### src/rtl/riscv_gprs_read.sv
// riscv_gprs_read: 32 x XLEN GPR array with bypassed registered read ports and a handshaked dump stream
module riscv_gprs_read #(
  parameter int XLEN  = 32,
  parameter int NREGS = 32,
  parameter int AW    = 5
) (
  input  logic            clk,
  input  logic            rst,
  input  logic            reg_write_en,
  input  logic [AW-1:0]   reg_write_dest,
  input  logic [XLEN-1:0] reg_write_data,
  input  logic            rd_en,
  input  logic [AW-1:0]   rd_addr_1,
  input  logic [AW-1:0]   rd_addr_2,
  output logic [XLEN-1:0] rd_data_1,
  output logic [XLEN-1:0] rd_data_2,
  input  logic            dump_start,
  output logic            dump_valid,
  input  logic            dump_ready,
  output logic [AW-1:0]   dump_addr,
  output logic [XLEN-1:0] dump_data,
  output logic            dump_busy,
  output logic            dump_done
);
  typedef enum logic [1:0] {IDLE, STREAM, DONE} state_t;
  state_t r_state, w_next;
  logic [XLEN-1:0] r_regs [NREGS];
  logic [XLEN-1:0] r_rd_data_1, r_rd_data_2, r_dump_data;
  logic [AW-1:0] r_dump_addr, w_naddr;
  logic w_we, w_accept, w_last;
  function automatic logic [XLEN-1:0] rd_byp(input logic [AW-1:0] a);
    return a == '0 ? '0 : (w_we && reg_write_dest == a) ? reg_write_data : r_regs[a];
  endfunction
  assign w_we     = reg_write_en && reg_write_dest != '0;
  assign w_last   = r_dump_addr == AW'(NREGS - 1);
  assign w_accept = r_state == STREAM && dump_ready;
  assign w_naddr  = r_dump_addr + AW'(1);
  always_comb begin
    w_next = r_state;
    w_next = r_state == IDLE   ? (dump_start ? STREAM : IDLE) :
             r_state == STREAM ? (w_accept && w_last ? DONE : STREAM) : IDLE;
  end
  always_ff @(posedge clk) begin
    if (rst) begin
      r_state     <= IDLE;
      r_rd_data_1 <= '0;
      r_rd_data_2 <= '0;
      r_dump_addr <= '0;
      r_dump_data <= '0;
      for (int i = 0; i < NREGS; i++) r_regs[i] <= '0;
    end else begin
      r_state <= w_next;
      if (w_we) r_regs[reg_write_dest] <= reg_write_data;
      if (rd_en) begin
        r_rd_data_1 <= rd_byp(rd_addr_1);
        r_rd_data_2 <= rd_byp(rd_addr_2);
      end
      if (r_state == IDLE && dump_start) begin
        r_dump_addr <= '0;
        r_dump_data <= '0;
      end else if (w_accept && !w_last) begin
        r_dump_addr <= w_naddr;
        r_dump_data <= rd_byp(w_naddr);
      end
    end
  end
  assign rd_data_1  = r_rd_data_1;
  assign rd_data_2  = r_rd_data_2;
  assign dump_addr  = r_dump_addr;
  assign dump_data  = r_dump_data;
  assign dump_valid = r_state == STREAM;
  assign dump_busy  = r_state != IDLE;
  assign dump_done  = r_state == DONE;
endmodule

### config.mk
export PLATFORM = sky130hd
export DESIGN_NAME = riscv_gprs_read
export DESIGN_NICKNAME = d
export VERILOG_FILES = /design/src/rtl/riscv_gprs_read.sv
export SDC_FILE = /design/constraint.sdc
export NUM_CORES = 2
export LEC_CHECK = 0
export ABC_CLOCK_PERIOD_IN_PS = 6600
export BUFFER_PORTS_ARGS = -buffer_cell sky130_fd_sc_hd__buf_2
export CAP_MARGIN = 20
export CORE_ASPECT_RATIO = 1.1
export CORE_MARGIN = 2
export CORE_UTILIZATION = 60
export DETAILED_ROUTE_END_ITERATION = 7
export GPL_TIMING_DRIVEN = 0
export PLACE_DENSITY_LB_ADDON = 0.08
export SKIP_CTS_REPAIR_TIMING = 1
export SLEW_MARGIN = 15
export SYNTH_ARGS = -nofsm -noshare
export SYNTH_HDL_FRONTEND = slang
export SYNTH_SLANG_ARGS = --single-unit
### constraint.sdc
create_clock -name clk -period 6.6 [get_ports clk]
set_input_delay 1.32 -clock clk [delete_from_list [all_inputs] [get_ports clk]]
set_output_delay 1.32 -clock clk [all_outputs]
set_load 0.005 [all_outputs]
==> results.md <==
- Netlist cell types: 47
- Clock skew: 36.7 ps
- Layout cells sized above 1: 30.4%
- Minimum hold slack: 499 ps
- First-pass DRT Iterations: 8
- Asr flop ratio synth: 0%
- Most frequent cell after synthesis: edfxtp_1
- Largest net degree at the start of global routing: 33
- Max FO, Critical Path: 10
- RSZ-0062 raised after global routing: no
- GRT Total Usage: about 49%
- Clock sink total: 1127
- Crit path time final: approximately 4300 ps
- FF/Latch Area: 0.0328 sq mm
- Yosys top cell area share: 46.8%
- Syn avg cell area: approximately 15 sq um
- Mapped Area: 0.0657 sq mm
- Clk buf depth: 3
- Antenna Nets Post-Route: 0
- Vias: around 48k
- Dpl ws: 1740 ps
- Setup crit start kind: input pin
- Fin. max-slew vios: 0
- Maximum clock rate: 232 MHz
- Detailed Place HPWL: 198000 um
- HP Class: flip-flop to flip-flop
- Worst Setup SP: rd_addr_2[0]
- Initial antenna violation count: 28
- Cell area power density: 248 mW/mm^2
- Port Buf Inserts: 150
- Die extent in x: between 300 and 400 um
- Die ar.: around 0.11 sq mm
- DR DRC count: 23
- Synth warn: 0
- Cell Rows: 127
- Vias per Instance: roughly 7.8
- First-pass GRT wire length: about 370000 um
- Chip height: between 300 and 400 um
- Top cells by count, synth: edfxtp_1, and2_1, mux4_2, clkbuf_1, nand2_1
- CTS Buf Count: 118
- Sequential-to-total area share from yosys stat: roughly 50%
- Final WS setup: 2290 ps
- Fin crit share: 65.3%
- Vias in the first global route: 46.4k
- Slowest CP cell: clkbuf_1
- Area grow syn2layout: 13.2%
- Cell chain of the critical path: clkbuf_1, clkbuf_1, buf_6, clkbuf_1, mux4_2, a22oi_1, nand2_1, a222oi_1, nand2_1
- Critical path class: input pin to flip-flop
- Drt wl/cell: 43.1 um
- Core Area: approximately 0.11 sq mm
- Largest cells by area after synthesis: edfxtp_1, mux4_2, and2_1
- Post-synth top area cell: edfxtp_1
- Crit path to: rd_data_2[5]
- FF-to-FF path depth: 11
- Peak supply drop: 0.224 mV
- Post-synth EDFFs: 1024
- WP data arrival: 4950 ps
- Total grt overflow: 0
- Slew @ Worst Pin: 1320 ps
- Syn Inst Count: 4313
- Setup violations, final: 0
- Crit end category: flip-flop
- Nets: 4737
- Clock tree from TritonCTS: yes
- Multi-input logic area: 0.0311 sq mm
- Register bit total from synthesis: 1127
- Max-Slew Margin vs Limit: approximately an eighth
- Run status: finished with violations
- Starting Density: 60.4%
- Worst skew pair latency: 770 ps
- DRT Wirelength: 269000 um
- CTS root buf: clkbuf_16
- Final GP Congestion: 1.06
- Worst path bufs/invs: 4
- RR Endpoint: dump_data[9]
- Violated checks: design-rule violations
- R2R Path Start: dump_addr[1]
- # IOs: approximately 160
- # fillers: 7432
- Data required, critical path: 7240 ps
- Synth Flop Type: edfxtp_1
- Starting DRT DRC Count: around 10k
- Worst path depth: 9
- Top Family by Delay on Critical Path: buffers and inverters
- CP max stage delay: just under 1000 ps
- H-tree lvl count: 3
- Max-cap check violation count: 0
- Worst path most repeated cell: clkbuf_1
- Reg-to-reg slack, setup: 2470 ps
- Clock transition at path regs: 60 ps
- P_leak: 25.4 nW
- Hold Fails Final Rpt: 0
## logic make-up after synthesis
family                     after synthesis  share of synthesized area (%)
AOI/OAI and AO/OA                      364                           4.81
DFF                                   1127                           49.9
buffers and inverters                  498                           3.40
xor gates and xnor gates                22                          0.326
muxes                                  898                           29.5
and+or+nand+nor                       1401                           12.0
adders and majority gates                2                         0.0381
other                                    1                        0.00571
## metrics by stage
stage | utilization [%] | total power (W) | cells | TNS (ps) | cell area, sq um
floorplan | - | 0.0101 | 4344 | 0 | 65800
global placement | 62.8 | 0.0112 | 5913 | -1681590 | 68400
CTS | 68.2 | 0.0182 | 6199 | 0 | 74300
detailed placement | 64.5 | 0.0114 | 5975 | 0 | 70300
global route | 68.3 | 0.0187 | 6208 | 0 | 74400
finish | 68.4 | 0.0184 | 6226 | 0 | 74400
## metal layers
layer / wire, um / GRT usage [%]
met1: 83700 / 59.6
met2: 115000 / 69.5
met5: 111 / 0
met3: 40600 / 16.7
met4: 29200 / 41.2
## how the worst min path moves through the flow
stage | cells past startpoint | to | start
final | 2 | dump_data[25] | dump_data[25]
after global routing | 2 | dump_data[23] | dump_data[23]
after CTS | 2 | dump_data[23] | dump_data[23]
after detailed placement | 2 | dump_data[23] | dump_data[23]
after global placement | 2 | dump_data[25] | dump_data[25]
after floorplan | 1 | r_state[0] | r_state[1]
## cell type report
class                      count  area share, %
antenna                       21         0.0706
buffer                       494           3.01
clock buffer                 156           4.41
clock inverter                68          0.992
inverter                       4         0.0202
multi-input combinational   2719           41.8
sequential                  1127           44.1
tap                         1419           2.39
timing repair buffer         218           3.16
## layout by cell type (no fill, tap or decap), types with 10 or more instances in the layout
| master | netlist | final |
|---|---|---|
| xor2_1 | 14 | 14 |
| dfxtp_1 | 103 | 103 |
| conb_1 | 1 | 32 |
| buf_2 | 84 | 237 |
| clkbuf_2 | 6 | 12 |
| o31ai_2 | 30 | 30 |
| clkbuf_1 | 329 | 348 |
| buf_12 | 0 | 10 |
| mux4_2 | 832 | 832 |
| mux2i_1 | 66 | 66 |
| edfxtp_1 | 1024 | 1024 |
| a222oi_1 | 64 | 64 |
| clkinv_1 | 1 | 15 |
| buf_6 | 23 | 28 |
| clkinv_2 | 0 | 26 |
| nor2b_1 | 10 | 10 |
| o21ai_4 | 0 | 31 |
| diode_2 | 0 | 21 |
| a22oi_1 | 160 | 160 |
| bufinv_16 | 0 | 15 |
| buf_4 | 22 | 22 |
| clkbuf_16 | 0 | 124 |
| and2_1 | 995 | 995 |
| a32o_1 | 64 | 64 |
| nand2_1 | 323 | 323 |
| buf_16 | 0 | 44 |
| nor2_1 | 45 | 45 |
| buf_1 | 30 | 27 |
## report_power, final
part           internal, W  total (W)  switching (W)
sequential         0.00819    0.00857       0.000373
clock              0.00408    0.00709        0.00301
combinational      0.00120    0.00280        0.00159
total               0.0135     0.0184        0.00498
## worst register-to-register path: stages, from the launching register on
cell and delay, ps:
dfxtp_1 480, ha_1 280, buf_2 160, and3_1 200, ha_1 310, nor4bb_1 280, buf_2 330, o211ai_1 340
nor4_2 710, clkbuf_1 610, a22oi_1 240, o31ai_2 100
## sequential cells by signal, indices dropped and copies added (netlist names)
name / cells
dump_addr: 5
dump_data: 32
r_regs: 1024
r_state: 2
rd_data_1: 32
rd_data_2: 32
Note: power is estimated with default switching activity, not from simulation.
